--- src/rtl/snake_pkg.sv ---
// snake_pkg: grid geometry, cell codes and arbiter FSM states shared by the snake grid blocks
package snake_pkg;
  localparam int GRID_W = 40;
  localparam int GRID_H = 30;
  localparam int CELL_PX = 20;
  localparam int ADDR_W = 11;
  typedef logic [1:0] cell_t;
  localparam cell_t CELL_EMPTY = 2'd0;
  localparam cell_t CELL_BODY = 2'd1;
  localparam cell_t CELL_HEAD = 2'd2;
  localparam cell_t CELL_FOOD = 2'd3;
  typedef enum logic [1:0] {IDLE, FETCH, DRAIN} state_t;
endpackage

--- src/rtl/snake_grid_arbiter_if.sv ---
// snake_grid_arbiter_if: display, game-port and grid RAM signals around snake_grid_arbiter
interface snake_grid_arbiter_if;
  import snake_pkg::*;
  logic vsync, pix_valid, cell_valid, pix_border;
  logic g_req, g_we, g_gnt, g_rvalid, ram_we;
  cell_t cell_code, g_wdata, g_rdata, ram_wdata, ram_rdata;
  logic [ADDR_W-1:0] g_addr, ram_addr;
  modport slave (
    input vsync, pix_valid, g_req, g_we, g_addr, g_wdata, ram_rdata,
    output cell_code, cell_valid, pix_border, g_gnt, g_rdata, g_rvalid, ram_addr, ram_we, ram_wdata
  );
  modport master (
    output vsync, pix_valid, g_req, g_we, g_addr, g_wdata, ram_rdata,
    input cell_code, cell_valid, pix_border, g_gnt, g_rdata, g_rvalid, ram_addr, ram_we, ram_wdata
  );
endinterface

--- src/rtl/snake_line_buf.sv ---
// snake_line_buf: one-row cell register file, one write port and one asynchronous read port
module snake_line_buf import snake_pkg::*; #(
  parameter int DEPTH = GRID_W,
  localparam int AW = $clog2(DEPTH)
) (
  input logic clk,
  input logic rst_n,
  input logic i_we,
  input logic [AW-1:0] i_waddr,
  input cell_t i_wdata,
  input logic [AW-1:0] i_raddr,
  output cell_t o_rdata
);
  cell_t r_mem [DEPTH];
  always_ff @(posedge clk or negedge rst_n)
    if (!rst_n) r_mem <= '{default: CELL_EMPTY};
    else if (i_we) r_mem[i_waddr] <= i_wdata;
  assign o_rdata = r_mem[i_raddr];
endmodule

--- src/rtl/snake_grid_arbiter.sv ---
// snake_grid_arbiter: grid RAM shared by blanking-time row fetch and game port; `GRID_BORDER_EN builds pix_border
module snake_grid_arbiter #(
  parameter int GRID_W = snake_pkg::GRID_W,
  parameter int GRID_H = snake_pkg::GRID_H,
  parameter int CELL_PX = snake_pkg::CELL_PX
) (
  input logic clk,
  input logic rst_n,
  snake_grid_arbiter_if.slave bus
);
  import snake_pkg::*;
  localparam int CW = $clog2(GRID_W);
  localparam int RW = $clog2(GRID_H);
  localparam int SW = $clog2(CELL_PX);
  state_t r_state;
  logic [CW-1:0] r_k, r_col;
  logic [RW-1:0] r_row;
  logic [SW-1:0] r_sub, r_line;
  logic [ADDR_W-1:0] r_base;
  logic r_vs_d, r_pv_d, r_req_d, r_rvalid, r_oob;
  cell_t r_code;
  logic w_pv_fall, w_line_wrap, w_ln_trig, w_vs_trig, w_trig, w_fetch, w_oob, w_buf_we;
  logic [CW-1:0] w_buf_wa;
  cell_t w_buf_rd;
  assign w_vs_trig = r_vs_d & ~bus.vsync;
  assign w_pv_fall = r_pv_d & ~bus.pix_valid;
  assign w_line_wrap = r_line == SW'(CELL_PX - 1);
  assign w_ln_trig = w_pv_fall & w_line_wrap & (r_row < RW'(GRID_H - 1));
  assign w_trig = w_vs_trig | w_ln_trig;
  assign w_fetch = r_state == FETCH;
  assign w_oob = bus.g_addr >= ADDR_W'(GRID_W * GRID_H);
  // RAM data lags its address by one cycle, so the buffer is written one slot behind k
  assign w_buf_we = (w_fetch & (r_k != '0)) | (r_state == DRAIN);
  assign w_buf_wa = w_fetch ? r_k - 1'b1 : CW'(GRID_W - 1);
  assign bus.g_gnt = (r_state == IDLE) & ~w_trig & bus.g_req & r_req_d;
  assign bus.ram_addr = w_fetch ? r_base + ADDR_W'(r_k) : bus.g_gnt ? bus.g_addr : '0;
  assign bus.ram_we = bus.g_gnt & bus.g_we & ~w_oob;
  assign bus.ram_wdata = bus.g_gnt ? bus.g_wdata : CELL_EMPTY;
  assign bus.g_rvalid = r_rvalid;
  assign bus.g_rdata = r_rvalid & ~r_oob ? bus.ram_rdata : CELL_EMPTY;
  assign bus.cell_code = r_code;
  assign bus.cell_valid = r_pv_d;
  snake_line_buf #(.DEPTH(GRID_W)) u_buf (
    .clk(clk),
    .rst_n(rst_n),
    .i_we(w_buf_we),
    .i_waddr(w_buf_wa),
    .i_wdata(bus.ram_rdata),
    .i_raddr(r_col),
    .o_rdata(w_buf_rd)
  );
  always_ff @(posedge clk or negedge rst_n)
    if (!rst_n) begin
      r_state <= IDLE;
      r_k <= '0;
      r_col <= '0;
      r_row <= '0;
      r_sub <= '0;
      r_line <= '0;
      r_base <= '0;
      r_vs_d <= 1'b0;
      r_pv_d <= 1'b0;
      r_req_d <= 1'b0;
      r_rvalid <= 1'b0;
      r_oob <= 1'b0;
      r_code <= CELL_EMPTY;
    end else begin
      r_vs_d <= bus.vsync;
      r_pv_d <= bus.pix_valid;
      r_req_d <= bus.g_req;
      r_rvalid <= bus.g_gnt & ~bus.g_we;
      r_oob <= w_oob;
      r_code <= bus.pix_valid ? w_buf_rd : CELL_EMPTY;
      r_sub <= ~bus.pix_valid || r_sub == SW'(CELL_PX - 1) ? '0 : r_sub + 1'b1;
      r_col <= ~bus.pix_valid ? '0 :
               r_sub == SW'(CELL_PX - 1) && r_col != CW'(GRID_W - 1) ? r_col + 1'b1 : r_col;
      if (w_pv_fall) r_line <= w_line_wrap ? '0 : r_line + 1'b1;
      if (w_ln_trig) begin
        r_row <= r_row + 1'b1;
        r_base <= r_base + ADDR_W'(GRID_W);
      end
      if (w_vs_trig) begin
        r_row <= '0;
        r_base <= '0;
        r_line <= '0;
      end
      if (w_trig) begin
        r_state <= FETCH;
        r_k <= '0;
      end else if (w_fetch) begin
        r_k <= r_k + 1'b1;
        if (r_k == CW'(GRID_W - 1)) r_state <= DRAIN;
      end else if (r_state == DRAIN) r_state <= IDLE;
    end
`ifdef GRID_BORDER_EN
  logic r_border;
  always_ff @(posedge clk or negedge rst_n)
    if (!rst_n) r_border <= 1'b0;
    else r_border <= bus.pix_valid & (r_col == '0 || r_col == CW'(GRID_W - 1) || r_row == '0 || r_row == RW'(GRID_H - 1));
  assign bus.pix_border = r_border;
`else
  assign bus.pix_border = 1'b0;
`endif
endmodule

--- src/flat_wrapper.sv ---
// flat-port wrapper written by rule: the top's interface ports become plain ports
module snake_grid_arbiter_flat import snake_pkg::*;
#(
  parameter int GRID_W = snake_pkg::GRID_W,
  parameter int GRID_H = snake_pkg::GRID_H,
  parameter int CELL_PX = snake_pkg::CELL_PX
)
  (clk, rst_n, bus_vsync, bus_pix_valid, bus_g_req, bus_g_we, bus_g_addr, bus_g_wdata, bus_ram_rdata, bus_cell_code, bus_cell_valid, bus_pix_border, bus_g_gnt, bus_g_rdata, bus_g_rvalid, bus_ram_addr, bus_ram_we, bus_ram_wdata);
  snake_grid_arbiter_if bus_i ();
  input logic clk;
  input logic rst_n;
  input wire logic [$bits(bus_i.vsync)-1:0] bus_vsync;
  input wire logic [$bits(bus_i.pix_valid)-1:0] bus_pix_valid;
  input wire logic [$bits(bus_i.g_req)-1:0] bus_g_req;
  input wire logic [$bits(bus_i.g_we)-1:0] bus_g_we;
  input wire logic [$bits(bus_i.g_addr)-1:0] bus_g_addr;
  input wire logic [$bits(bus_i.g_wdata)-1:0] bus_g_wdata;
  input wire logic [$bits(bus_i.ram_rdata)-1:0] bus_ram_rdata;
  output wire logic [$bits(bus_i.cell_code)-1:0] bus_cell_code;
  output wire logic [$bits(bus_i.cell_valid)-1:0] bus_cell_valid;
  output wire logic [$bits(bus_i.pix_border)-1:0] bus_pix_border;
  output wire logic [$bits(bus_i.g_gnt)-1:0] bus_g_gnt;
  output wire logic [$bits(bus_i.g_rdata)-1:0] bus_g_rdata;
  output wire logic [$bits(bus_i.g_rvalid)-1:0] bus_g_rvalid;
  output wire logic [$bits(bus_i.ram_addr)-1:0] bus_ram_addr;
  output wire logic [$bits(bus_i.ram_we)-1:0] bus_ram_we;
  output wire logic [$bits(bus_i.ram_wdata)-1:0] bus_ram_wdata;
  assign bus_i.vsync = bus_vsync;
  assign bus_i.pix_valid = bus_pix_valid;
  assign bus_i.g_req = bus_g_req;
  assign bus_i.g_we = bus_g_we;
  assign bus_i.g_addr = bus_g_addr;
  assign bus_i.g_wdata = bus_g_wdata;
  assign bus_i.ram_rdata = bus_ram_rdata;
  assign bus_cell_code = bus_i.cell_code;
  assign bus_cell_valid = bus_i.cell_valid;
  assign bus_pix_border = bus_i.pix_border;
  assign bus_g_gnt = bus_i.g_gnt;
  assign bus_g_rdata = bus_i.g_rdata;
  assign bus_g_rvalid = bus_i.g_rvalid;
  assign bus_ram_addr = bus_i.ram_addr;
  assign bus_ram_we = bus_i.ram_we;
  assign bus_ram_wdata = bus_i.ram_wdata;
  snake_grid_arbiter #(.GRID_W(GRID_W), .GRID_H(GRID_H), .CELL_PX(CELL_PX)) u_core (.clk(clk), .rst_n(rst_n), .bus(bus_i));
endmodule
--- config.mk ---
export PLATFORM = sky130hd
export DESIGN_NAME = snake_grid_arbiter_flat
export DESIGN_NICKNAME = d
export VERILOG_FILES = /design/src/rtl/snake_pkg.sv /design/src/rtl/snake_grid_arbiter_if.sv /design/src/rtl/snake_line_buf.sv /design/src/rtl/snake_grid_arbiter.sv /design/src/flat_wrapper.sv
export SDC_FILE = /design/constraint.sdc
export NUM_CORES = 1
export LEC_CHECK = 0
export ABC_AREA = 0
export CAP_MARGIN = 30
export CORE_UTILIZATION = 60
export DETAILED_ROUTE_END_ITERATION = 16
export GPL_ROUTABILITY_DRIVEN = 0
export PLACE_DENSITY = 0.92
export SETUP_SLACK_MARGIN = 0.4
export SYNTH_ARGS = -nofsm -noshare
export SYNTH_HDL_FRONTEND = slang
export SYNTH_HIERARCHICAL = 1
export SYNTH_SLANG_ARGS = --single-unit
--- constraint.sdc ---
create_clock -name clk -period 2.9 [get_ports clk]
set_input_delay 0.58 -clock clk [delete_from_list [all_inputs] [get_ports clk]]
set_output_delay 0.58 -clock clk [all_outputs]
set_load 0.02 [all_outputs]
==> metrics.cfg <==
[critical_path]
path_max_fanout = 3
critical_path_buf_inv_count = 1
crit_family = simple AND/OR/NAND/NOR gates
critPathRequiredTime_ps = 2320
path_cells = ha_4, nor3_1, a211o_1, or4_4, nand3_2, buf_6
max_stage_delay_ps = 500
start_kind = flip-flop
r2r_setup_slack_ps = 410
path_class = reg -> out
arrival_ps = 2390
crit_slowest_cell = or4_4
cp-end-kind = output port

[cells_and_area]
multi_input_area_um2 = 3550
seq_area_um2 = 3108
fin_nets = 696
drive_above_1_share = 0.3432
area_growth_pct = 25.75
fin_util = 0.7913
n_fill_cell = 550
postLayoutCellArea_um2 = 8279
antenna_cells = 0

[yosys]
synth_top_area_cell = dfrtp_1
synth.avg_cell_area_um2 = 11.37
ys_ff_latch = 124
synth_common_cells = dfrtp_1 (124), mux2_2 (80), nand2_1 (54), nor2_1 (52), mux2i_1 (26)
synth_most_common_cell = dfrtp_1
postSynth.asyncResetShare = 1.000
yosysSeqAreaShare = 0.4713
syn-cell-area_um2 = 6584
synthFlopType = dfrtp_1
syn_inst = 579
synth_warnings = 6
synth_cell_types = 54
synth.area.top_cells = dfrtp_1 (47%), mux2_2 (14%), mux4_1 (4.0%)
synth_top_area_frac = 0.4713
synth_edf_count = 0

[pwr]
power.density_nw_per_um2 = 892.1
peakVddDrop_v = 0.0006889
power.leakage_uw = 0.003585
total_power_uw = 7386

[clock_tree]
cts.root.buffer_cell = clkbuf_8
cts.sinks = 124
clock_path_buffers = 2
htree_levels = 4
clk_pin_slew_ps = 60
insertion_delay_ps = 550
cts_tree = done
cts_made_buffers = 17

[timing]
setup_viol = 2
worst_pin_slew_ps = 858.3
post-route-period-util = 1.023
skew_ps = 8.214
relSlewSlack = 0.4278
tns_ps = -94.23
finalHoldViolCount = 0
holdWs_ps = 146.8
fin_crit_ps = 2967
worst_slack_ps = -66.85
fmax_mhz = 337.1
finalMaxSlewViolations = 0
rsz0062_at_grt = true

[route]
first_pass_iters = 7
vias_per_cell = 6.778
drc = 0
routed_wl_um = 19560
drtIter0Drc = 586
wire_per_inst_um = 24.09
antenna_left = 0
dr_total_vias = 5504

[die]
coreArea_um2 = 10460
io_pins = 43
die_w_um = 106.8
dieArea_um2 = 11400
rows = 37
initial_core_util = 0.6293
fp.dieH_um = 106.8

[grt]
overflow = 0
antenna_found_initial = 0
first_global_vias = 5739
grt_start_max_net_pins = 68
grt_first_pass_wirelength_um = 29310
grt.total_usage = 0.3432

[run_status]
status = complete, but fails checks
violations = negative setup slack

[place]
dpl-instance-area_um2 = 7228
hpwl_um = 10410
io_buffers = 41

[worst_hold_path]
hp-class = in -> async

[job]
maxCapViolations = 0

layout by cell type, fill, tap and decap left out, types with 5 or more instances in the layout:
master           count
dfrtp_1            120
mux2_2              80
nand2_1             52
buf_4               47
nor2_1              42
mux2i_1             26
clkdlybuf4s50_1     25
buf_6               18
clkbuf_16           16
nand3_1             14
a21oi_1             13
xor2_1              12
nand4_1             12
xnor2_1             11
mux4_1              10
o21ai_0              9
nor2b_1              8
a22o_1               8
ha_1                 8
and2_1               7
inv_1                6
or4_1                6
nor2_2               6
nor3_2               5
o211ai_1             5
nor3b_1              5
a22oi_1              5
logic make-up after synthesis:
kind of cell	after synthesis	share of synthesized area
mux	118	0.2231
simple gates	213	0.1682
xor+xnor	24	0.03193
flops	124	0.4713
buf+inv	34	0.02660
compound gates	53	0.05549
fa+ha+maj	12	0.02280
other cells	1	0.0005696
power breakdown:
part | switching [uW] | leakage [uW] | internal, uW
Sequential | 401 | 0.00157 | 2310
Clock | 827 | 0.000283 | 1330
Combinational | 1300 | 0.00174 | 1210
registers in the layout (all words and copies together) (netlist names):
name                   count
u_core/r_oob               1
u_core/r_vs_d              1
u_core/r_k                 6
u_core/r_row               5
u_core/r_sub               5
u_core/r_base              8
u_core/bus.g_rvalid        1
u_core/u_buf/r_mem        80
u_core/r_state             2
u_core/r_req_d             1
u_core/bus.cell_valid      1
u_core/r_col               6
u_core/bus.cell_code       2
u_core/r_line              5
area by class of cell:
class,count,share of cell area
tap,136,0.02055
clock buffer,18,0.05169
sequential,124,0.3754
timing repair buffer,92,0.1003
multi-input combinational,422,0.4287
clock inverter,14,0.02055
inverter,6,0.002720
path summary, 6_finish.rpt:
kind | startpoint | to | cells past startpoint
min reg2reg | u_core/r_sub[0] | u_core/r_sub[0] | 1
max | u_core/r_k[4] | bus_ram_addr[10] | 6
max reg2reg | u_core/r_k[3] | u_core/u_buf/r_mem[52] | 8
min in group clk | u_core/r_sub[0] | u_core/r_sub[0] | 1
min | rst_n | u_core/r_sub[3] | 1
max in group asynchronous | rst_n | u_core/r_k[1] | 2
metrics by stage:
step                      setup WS (ps)  cells
after floorplan                   471.6    580
after global placement           -222.2    756
after detailed placement         -262.3    756
after CTS                         34.64    800
after global routing             -98.42    812
final                            -66.85    812
routing by layer:
| metal | global-route usage | routed length, um | up-vias |
|---|---|---|---|
| li1 | - | - | 2272 |
| met1 | 0.3828 | 6887 | 2767 |
| met2 | 0.5806 | 10130 | 354 |
| met3 | 0.08511 | 1385 | 111 |
| met4 | 0.2309 | 1156 | 0 |
| met5 | 0 | 0 | - |
timing repair:
item	in CTS	in global routing
resized for setup	114	36
cloned	0	0
endpoints found under the setup margin	92	91
setup buffers	12	12
pin swaps	17	9
hold buffers	0	0
Note: power is estimated with default switching activity, not from simulation.
